<file path="src/rtl/burst_txn_scheduler.sv">
// ---------------------------------------------------------------------------
// burst_txn_scheduler
//
// Shares one data burst controller between two requesters. Pending commands
// are arbitrated round-robin. The winning command is latched onto the
// controller configuration outputs, launched with a one-cycle start pulse,
// and then followed through the controller's idle/rd_done handshake. Two
// watchdogs bound the handshake: one for the controller to go busy, one for
// it to return idle. The outcome is reported to the owner as a done pulse
// with an error flag.
//
// Ports
//   clk, rst_n                     clock, asynchronous active-low reset
//   reqN_valid                     command pending from requester N
//   reqN_rw                        1 = write, 0 = read
//   reqN_length                    transfer length in beats (0 is rejected)
//   reqN_max_burst                 max burst size (0 selects DEFAULT_BURST)
//   reqN_ready                     one-cycle accept strobe to the winner
//   reqN_done                      one-cycle completion pulse to the owner
//   req_err                        qualifies the done pulse; 1 = failed
//   sch_db_start                   one-cycle start to the burst controller
//   sch_db_rw / _length /
//   sch_db_max_burst_size          command configuration, stable while busy
//   sch_db_idle_in                 controller idle (1 = idle)
//   sch_db_rd_done_in              controller read-done flag
//   sch_busy                       high from grant until the done pulse
// ---------------------------------------------------------------------------
module burst_txn_scheduler #(
   parameter logic [7:0] DEFAULT_BURST = 8'd4,
   parameter int         BUSY_TIMEOUT  = 4,
   parameter int         DONE_TIMEOUT  = 1023
) (
   input  logic       clk,
   input  logic       rst_n,
   input  logic       req0_valid,
   input  logic       req0_rw,
   input  logic [7:0] req0_length,
   input  logic [7:0] req0_max_burst,
   output logic       req0_ready,
   output logic       req0_done,
   input  logic       req1_valid,
   input  logic       req1_rw,
   input  logic [7:0] req1_length,
   input  logic [7:0] req1_max_burst,
   output logic       req1_ready,
   output logic       req1_done,
   output logic       req_err,
   output logic       sch_db_start,
   output logic       sch_db_rw,
   output logic [7:0] sch_db_length,
   output logic [7:0] sch_db_max_burst_size,
   input  logic       sch_db_idle_in,
   input  logic       sch_db_rd_done_in,
   output logic       sch_busy
);

   localparam logic [15:0] BUSY_LIMIT = 16'(BUSY_TIMEOUT);
   localparam logic [15:0] DONE_LIMIT = 16'(DONE_TIMEOUT);

   typedef enum logic [2:0] {
      ST_IDLE,
      ST_GRANT,
      ST_START,
      ST_WAIT_BUSY,
      ST_WAIT_IDLE,
      ST_COMPLETE
   } state_t;

   state_t      state_reg;
   logic        last_grant_reg;
   logic        owner_reg;
   logic        rd_seen_reg;
   logic [15:0] cnt_reg;

   logic        any_valid;
   logic        winner;
   logic        sel_rw;
   logic [7:0]  sel_length;
   logic [7:0]  sel_burst;
   logic [15:0] cnt_inc;
   logic        finish;
   logic        finish_err;

   always_comb begin
      any_valid  = req0_valid | req1_valid;
      // With both pending, the requester that did not win last time goes.
      winner     = (req0_valid & req1_valid) ? ~last_grant_reg : req1_valid;
      sel_rw     = winner ? req1_rw : req0_rw;
      sel_length = winner ? req1_length : req0_length;
      sel_burst  = winner ? req1_max_burst : req0_max_burst;
      if (sel_burst == 8'd0) begin
         sel_burst = DEFAULT_BURST;
      end

      // Saturating increment so a stuck counter can never wrap to zero.
      cnt_inc = (cnt_reg == 16'hFFFF) ? cnt_reg : cnt_reg + 16'd1;

      // Every route into COMPLETE, with the error it reports.
      finish     = 1'b0;
      finish_err = 1'b0;
      case (state_reg)
         ST_GRANT: begin
            if (sch_db_length == 8'd0) begin
               finish     = 1'b1;
               finish_err = 1'b1;
            end
         end
         ST_WAIT_BUSY: begin
            if (sch_db_idle_in && (cnt_inc >= BUSY_LIMIT)) begin
               finish     = 1'b1;
               finish_err = 1'b1;
            end
         end
         ST_WAIT_IDLE: begin
            if (sch_db_idle_in) begin
               finish     = 1'b1;
               // A read that finished without ever flagging rd_done is bad;
               // a flag on the very cycle idle returns still counts.
               finish_err = ~sch_db_rw & ~rd_seen_reg & ~sch_db_rd_done_in;
            end else if (cnt_inc >= DONE_LIMIT) begin
               finish     = 1'b1;
               finish_err = 1'b1;
            end
         end
         default: begin
         end
      endcase
   end

   always_ff @(posedge clk or negedge rst_n) begin
      if (!rst_n) begin
         state_reg             <= ST_IDLE;
         last_grant_reg        <= 1'b1;
         owner_reg             <= 1'b0;
         rd_seen_reg           <= 1'b0;
         cnt_reg               <= 16'd0;
         req0_ready            <= 1'b0;
         req1_ready            <= 1'b0;
         req0_done             <= 1'b0;
         req1_done             <= 1'b0;
         req_err               <= 1'b0;
         sch_db_start          <= 1'b0;
         sch_db_rw             <= 1'b0;
         sch_db_length         <= 8'd0;
         sch_db_max_burst_size <= 8'd0;
         sch_busy              <= 1'b0;
      end else begin
         // Strobes default low; each is raised for exactly one cycle.
         req0_ready   <= 1'b0;
         req1_ready   <= 1'b0;
         req0_done    <= 1'b0;
         req1_done    <= 1'b0;
         req_err      <= 1'b0;
         sch_db_start <= 1'b0;

         if (finish) begin
            state_reg <= ST_COMPLETE;
            req0_done <= ~owner_reg;
            req1_done <= owner_reg;
            req_err   <= finish_err;
         end else begin
            case (state_reg)
               ST_IDLE: begin
                  // No grant while the controller is still busy.
                  if (any_valid && sch_db_idle_in) begin
                     state_reg             <= ST_GRANT;
                     owner_reg             <= winner;
                     last_grant_reg        <= winner;
                     req0_ready            <= ~winner;
                     req1_ready            <= winner;
                     sch_db_rw             <= sel_rw;
                     sch_db_length         <= sel_length;
                     sch_db_max_burst_size <= sel_burst;
                     sch_busy              <= 1'b1;
                  end
               end
               ST_GRANT: begin
                  state_reg    <= ST_START;
                  sch_db_start <= 1'b1;
               end
               ST_START: begin
                  state_reg   <= ST_WAIT_BUSY;
                  cnt_reg     <= 16'd0;
                  rd_seen_reg <= 1'b0;
               end
               ST_WAIT_BUSY: begin
                  if (!sch_db_idle_in) begin
                     state_reg <= ST_WAIT_IDLE;
                     cnt_reg   <= 16'd0;
                  end else begin
                     cnt_reg <= cnt_inc;
                  end
               end
               ST_WAIT_IDLE: begin
                  if (sch_db_rd_done_in) begin
                     rd_seen_reg <= 1'b1;
                  end
                  cnt_reg <= cnt_inc;
               end
               ST_COMPLETE: begin
                  state_reg <= ST_IDLE;
                  sch_busy  <= 1'b0;
               end
               default: begin
                  state_reg <= ST_IDLE;
               end
            endcase
         end
      end
   end

endmodule

</file>
<file path="config.mk">
export PLATFORM = sky130hd
export DESIGN_NAME = burst_txn_scheduler
export DESIGN_NICKNAME = d
export VERILOG_FILES = /design/src/rtl/burst_txn_scheduler.sv
export SDC_FILE = /design/constraint.sdc
export NUM_CORES = 1
export LEC_CHECK = 0
export CELL_PAD_IN_SITES_DETAIL_PLACEMENT = 0
export CELL_PAD_IN_SITES_GLOBAL_PLACEMENT = 1
export CORE_ASPECT_RATIO = 0.75
export CORE_MARGIN = 2
export CORE_UTILIZATION = 34
export DETAILED_ROUTE_END_ITERATION = 7
export GPL_TIMING_DRIVEN = 0
export PLACE_DENSITY_LB_ADDON = 0.1
export SYNTH_ARGS = -nofsm -noshare
export SYNTH_HDL_FRONTEND = slang
export SYNTH_SLANG_ARGS = --single-unit
export TNS_END_PERCENT = 20
</file>
<file path="constraint.sdc">
create_clock -name clk -period 2.55 [get_ports clk]
set_clock_uncertainty 0.05 [all_clocks]
set_input_delay 0.51 -clock clk [delete_from_list [all_inputs] [get_ports clk]]
set_output_delay 0.51 -clock clk [all_outputs]
set_load 0.05 [all_outputs]
</file>
==> metrics.cfg, run 1 <==
[global_routing]
grt_overflow_total=0
grt_usage_pct=18.9
grt_pass1_vias=2397
grt_pass1_wl_um=12600
grt_max_degree=26
antenna_found_initial=0

[power]
p_leak_nw=1.60
power_mw=3.56
comb_power_share_pct=53.8
pwr-share-clk_pct=15.4
power.density_nw_per_um2=938
sw_frac_of_total_pct=45.8
switching_power_mw=1.63
pwr-share-seq_pct=30.7
irDropWorstVdd_uv=559
internal_power_mw=1.93

[yosys]
seq_area_frac_synth_pct=44.0
avgSynthCellArea_sq_um=9.31
syn-num-nets=322
netlist_area_sq_um=2620
synth-async-reset-ratio_pct=100
synth.area.top_cells=dfrtp_1, mux2i_1, a21oi_1
yosysTopAreaCell=dfrtp_1
synthTopCellsByCount=dfrtp_1, nor2_1, a21oi_1
ys.flop_type=dfrtp_1
syn_inst=281
yosysMostFrequentCell=dfrtp_1
ys_types=53
synth_top_area_share_pct=43.0
yosys_warnings=0
synth_seq_cells=46
synth_edf_count=0

[worst_setup_path]
crit_type=flop to flop
reg2reg_from=cnt_reg[12]
critPathMaxFanout=10
crit_arrival_ns=2.71
worst-r2r-setup-slack_ns=-0.01
r2r-end=cnt_reg[8]
startpoint_type=flop
cp-end-kind=flop
worstPathRequired_ns=2.70
startpoint=cnt_reg[12]
reg2reg_depth=8

[floorplan]
start_util_pct=35.4
die_y_um=80.0
core.rowCount=27
core_sq_um=7400
die_area_sq_um=8420
fp.dieW_um=105
ios=64

[status]
violations=setup timing
outcome=complete, but fails checks

[job]
maxCapViolations=0

[clocking]
cts_tree=yes
hold_buffers=0
clkLatencyLatePin_ns=0.30
numCtsBuffers=5
path_clk_slew_ns=0.09
clock-root-buffer=clkbuf_8
cts_buffer_depth=2
numClockSinks=46
htreeDepth=2

[timing]
worstMarginPinSlew_ns=0.712
setup_viol=1
fmax_ghz=0.390
period_needed_ns=2.56
rsz0062_at_grt=true
setup_total_negative_slack_ns=-0.0110
drv_slew=0
slew_headroom_pct=52.6
fin_crit_sh_pct=100
hold_violations=0
worst_slack_ns=-0.0110

[placed_design]
post-dp-hpwl_um=5500
gp_congestion=0.804
place_area_sq_um=3380
io_buffers=62

[finish]
nNetsFinal=411
largest_register_ffs=16
stdcell_area_sq_um=3800
synthToLayoutAreaGrowth_pct=45.1
final_layout_size_suffix_gt1_share_pct=17.8
fin_util_pct=51.3
diodes=0

[detailed_routing]
wl_um=7710
wl_per_cell_um=16.3
detail_route.first_pass.iterations=4
vias_per_cell=5.26
antenna_left=0
num_vias=2481
drcViolationCount=0
drt_iter0_markers=172

[worst_hold_path]
hp-class=primary input to async pin

layout make-up:
class / count / area (sq um)
multi-input combinational: 206 / 1440
inverter: 6 / 22.5
buffer: 21 / 148
clock inverter: 3 / 40.0
timing repair buffer: 84 / 793
fill: 698 / 3600
tap: 101 / 126
sequential: 46 / 1150
clock buffer: 5 / 68.8
power by group through the flow:
| stage | logic, mW | registers (mW) | clock network (mW) |
|---|---|---|---|
| floorplan | 0.612 | 1.61 | 0 |
| global placement | 1.73 | 1.10 | 0 |
| detailed placement | 1.73 | 1.10 | 0 |
| CTS | 1.79 | 1.09 | 0.572 |
| global route | 2.06 | 1.12 | 0.607 |
| finish | 1.92 | 1.09 | 0.549 |
worst max-delay path by stage:
stage | slack (ns) | cells past startpoint | to
detailed placement | -0.36 | 11 | cnt_reg[1]
CTS | -0.001 | 10 | cnt_reg[8]
global placement | -0.51 | 1 | sch_db_max_burst_size[6]
finish | -0.01 | 8 | cnt_reg[8]
floorplan | 0.009 | 11 | cnt_reg[8]
global route | -0.12 | 10 | cnt_reg[9]
stage by stage:
step	hold WS, ns	std cells	setup slack, ns
detailed placement	0.389	445	-0.357
CTS	0.124	463	-0.00145
global route	0.141	472	-0.122
floorplan	0.164	281	0.00859
finish	0.111	472	-0.0110
global placement	0.384	444	-0.513
worst max-delay path, cell delays in order, from the launching register on:
cell      delay (ns)
dfrtp_1         0.45
and4_2          0.29
a311o_1         0.40
o21ai_1         0.11
o311ai_2        0.14
o31a_1          0.33
buf_6           0.15
or3_1           0.35
a32o_1          0.21
routing by layer:
layer | track usage (%) | vias to the layer above | part of all wire [%]
li1 | - | 1216 | -
met1 | 28.3 | 1190 | 51
met2 | 28.1 | 65 | 43
met3 | 3.59 | 10 | 5.1
met4 | 4.40 | 0 | 1.2
met5 | 0 | - | 0
placed cells by master, fill, tap and decap left out, types with 2 or more instances in the layout:
cell type        Yosys  final
a2bb2oi_1            3      2
dfrtp_2              0      2
a31oi_1              4      2
xnor2_1              4      4
clkinv_2             0      2
buf_6                3      8
a41o_1               2      2
clkbuf_1             9      7
o41ai_1              4      3
nor4_1               7      6
nand3_1              5      4
o31ai_1              7      7
dfrtp_1             45     43
a31oi_2              0      2
a21o_1               6      6
or3_1                2      2
a21oi_1             26     26
nand3b_1             3      3
nor2_1              32     32
inv_1                6      6
nor2b_1              8      8
buf_4                3     22
a21boi_0             2      2
o31a_1               2      2
o21ai_0              8      7
clkdlybuf4s50_1      0     61
a311oi_1             3      2
and3_1               5      4
buf_2                7      4
nand4_1              5      5
mux2i_1             16     16
nor3_1               6      6
and2_1               3      3
nand2_1             19     19
clkbuf_8             0      5
o22ai_1              2      2
kinds of logic (layout without fill, tap and decap cells):
kind of cell / count (synthesis) / after routing / synth area share (%)
AOI/OAI and AO/OA: 83 / 83 / 22.4
xor gates and xnor gates: 5 / 5 / 1.67
adders and majority gates: 1 / 1 / 0.478
buffers and inverters: 29 / 119 / 5.79
DFF: 46 / 46 / 44.0
muxes: 16 / 16 / 6.12
and+or+nand+nor: 101 / 101 / 19.5
timing repair:
item / 4_1_cts / 5_1_grt
buffers inserted: 11 / 10
setup endpoints to repair: 23 / 37
gates resized for setup: 16 / 23
cloned: 0 / 0
pin swaps: 5 / 9
No activity file was read; power rests on OpenSTA's default activity.
==> run 2, diff against run 1 <==
--- a/config.mk
+++ b/config.mk
@@ -10,9 +10,12 @@
 export CORE_ASPECT_RATIO = 0.75
 export CORE_MARGIN = 2
 export CORE_UTILIZATION = 34
+export CTS_CLUSTER_DIAMETER = 30
 export DETAILED_ROUTE_END_ITERATION = 7
 export GPL_TIMING_DRIVEN = 0
+export HOLD_SLACK_MARGIN = 0.05
 export PLACE_DENSITY_LB_ADDON = 0.1
+export SKIP_LAST_GASP = 1
 export SYNTH_ARGS = -nofsm -noshare
 export SYNTH_HDL_FRONTEND = slang
 export SYNTH_SLANG_ARGS = --single-unit
==> run 2 against run 1 <==
  * The flow still finishes with violations (setup timing)
  * Total power is 0.33% lower
  * Final area is 0.16% lower
  * Wire length is 0.13% higher
  * Setup slack better by 0.00063 ns
  * Highest routed layer unchanged
  * Utilization is 0.085 points lower
  * Clock power hardly changed
  * Critical path depth stayed put
==> metrics.cfg, run 2 (synthesized netlist as in run 1, its figures left out) <==
[timing]
slew_headroom_pct=52.6
fmax_ghz=0.391
drv_slew=0
rsz0062_at_grt=true
period_needed_ns=2.56
setup_total_negative_slack_ns=-0.0104
worstMarginPinSlew_ns=0.712
hold_violations=0
setup_viol=1
fin_crit_sh_pct=100
worst_slack_ns=-0.0104

[placed_design]
dp.cells=445
io_buffers=62
post-dp-hpwl_um=5500
gp_congestion=0.804
pre_cts_slack_ns=-0.357

[finish]
diodes=0
nNetsFinal=411
layout_common_cells=clkdlybuf4s50_1, dfrtp_1, nor2_1
largest_register_ffs=16
synthToLayoutAreaGrowth_pct=44.9
final_layout_size_suffix_gt1_share_pct=17.8
fin_util_pct=51.2
instances_no_fill=472
final_common_cell=clkdlybuf4s50_1

[global_routing]
grt_max_degree=26
grt_pass1_wl_um=12600
antenna_found_initial=0
grt_usage_pct=18.9
grt_overflow_total=0
grt_pass1_vias=2397

[job]
maxCapViolations=0

[power]
irDropWorstVdd_uv=559
p_leak_nw=1.60
power.density_nw_per_um2=936

[clocking]
numClockSinks=46
clkLatencyLatePin_ns=0.30
numCtsBuffers=5
clock-root-buffer=clkbuf_8
path_clk_slew_ns=0.10
htreeDepth=2
hold_buffers=0
cts_tree=yes
cts_buffer_depth=2

[floorplan]
start_util_pct=35.4
die_area_sq_um=8420
core_sq_um=7400
ios=64
fp.dieW_um=105
die_y_um=80.0
core.rowCount=27

[detailed_routing]
detail_route.first_pass.iterations=4
drt_iter0_markers=185
vias_per_cell=5.31
drcViolationCount=0
antenna_left=0
wl_um=7720
wl_per_cell_um=16.3
num_vias=2504

[worst_setup_path]
critPathMaxFanout=10
cp-end-kind=flop
crit_arrival_ns=2.71
worstPathRequired_ns=2.70
startpoint_type=flop
crit_type=flop to flop

[status]
violations=setup timing
outcome=complete, but fails checks

[worst_hold_path]
hp-class=primary input to async pin

-- run 2: path summary, 6_finish.rpt --
kind	from	to	slack, ns	cells after the start
worst max-delay path	cnt_reg[12]	cnt_reg[8]	-0.01	8
worst min-delay path	rst_n	cnt_reg[0]	0.11	1
worst max register to register	cnt_reg[12]	cnt_reg[8]	-0.01	8
worst min register to register	owner_reg	req0_done	0.40	1
max in group asynchronous	rst_n	cnt_reg[6]	1.80	2
min in group clk	owner_reg	req0_done	0.40	1
-- run 2: per-stage QoR --
| stage | hold WS (ns) | instance area (sq um) | power, mW |
|---|---|---|---|
| 3_3_place_gp | 0.384 | 3360 | 2.83 |
| 3_5_place_dp | 0.389 | 3380 | 2.83 |
| 4_1_cts | 0.124 | 3630 | 3.45 |
| 2_1_floorplan | 0.164 | 2620 | 2.22 |
| 5_1_grt | 0.141 | 3790 | 3.77 |
| 6_report | 0.108 | 3790 | 3.55 |
-- run 2: final cells by class --
type                            count  area, sq um
Multi-Input combinational cell    206         1440
Inverter                            6         22.5
Buffer                             21          148
Timing Repair Buffer               84          793
Clock buffer                        5         68.8
Clock inverter                      3         40.0
Tap cell                          101          126
Sequential cell                    46         1150
Fill cell                         697         3610
-- run 2: what timing repair did --
| item | in CTS | in global routing |
|---|---|---|
| gates cloned | 0 | 0 |
| setup buffers | 11 | 10 |
| resized for setup | 16 | 22 |
| pin swaps | 5 | 9 |
| endpoints found under the setup margin | 23 | 37 |
-- run 2: critical path, stage by stage (launching register included) --
cell	delay (ns)
dfrtp_1	0.45
and4_2	0.29
a311o_1	0.40
o21ai_1	0.11
o311ai_2	0.14
o31a_1	0.33
buf_6	0.15
or3_1	0.34
a32o_1	0.21
-- run 2: per-layer routing --
| metal | track usage, % | share of wire [%] | up-vias |
|---|---|---|---|
| met5 | 0 | 0 | - |
| met4 | 4.40 | 0.67 | 0 |
| met3 | 3.59 | 5.4 | 5 |
| met2 | 28.1 | 44 | 73 |
| met1 | 28.3 | 50 | 1208 |
| li1 | - | - | 1218 |
-- run 2: power breakdown --
part           switching [mW]  leakage [nW]  total, mW  internal [mW]
logic                    1.21         0.969       1.90          0.694
clock network           0.263        0.0579      0.552          0.289
registers               0.152         0.574       1.09          0.941
==> run 3, diff against run 2 <==
--- a/config.mk
+++ b/config.mk
@@ -5,6 +5,7 @@
 export SDC_FILE = /design/constraint.sdc
 export NUM_CORES = 1
 export LEC_CHECK = 0
+export ABC_AREA = 0
 export CELL_PAD_IN_SITES_DETAIL_PLACEMENT = 0
 export CELL_PAD_IN_SITES_GLOBAL_PLACEMENT = 1
 export CORE_ASPECT_RATIO = 0.75
==> results of run 3 <==
Final layout, timing and power as in run 2 (identical DEF).
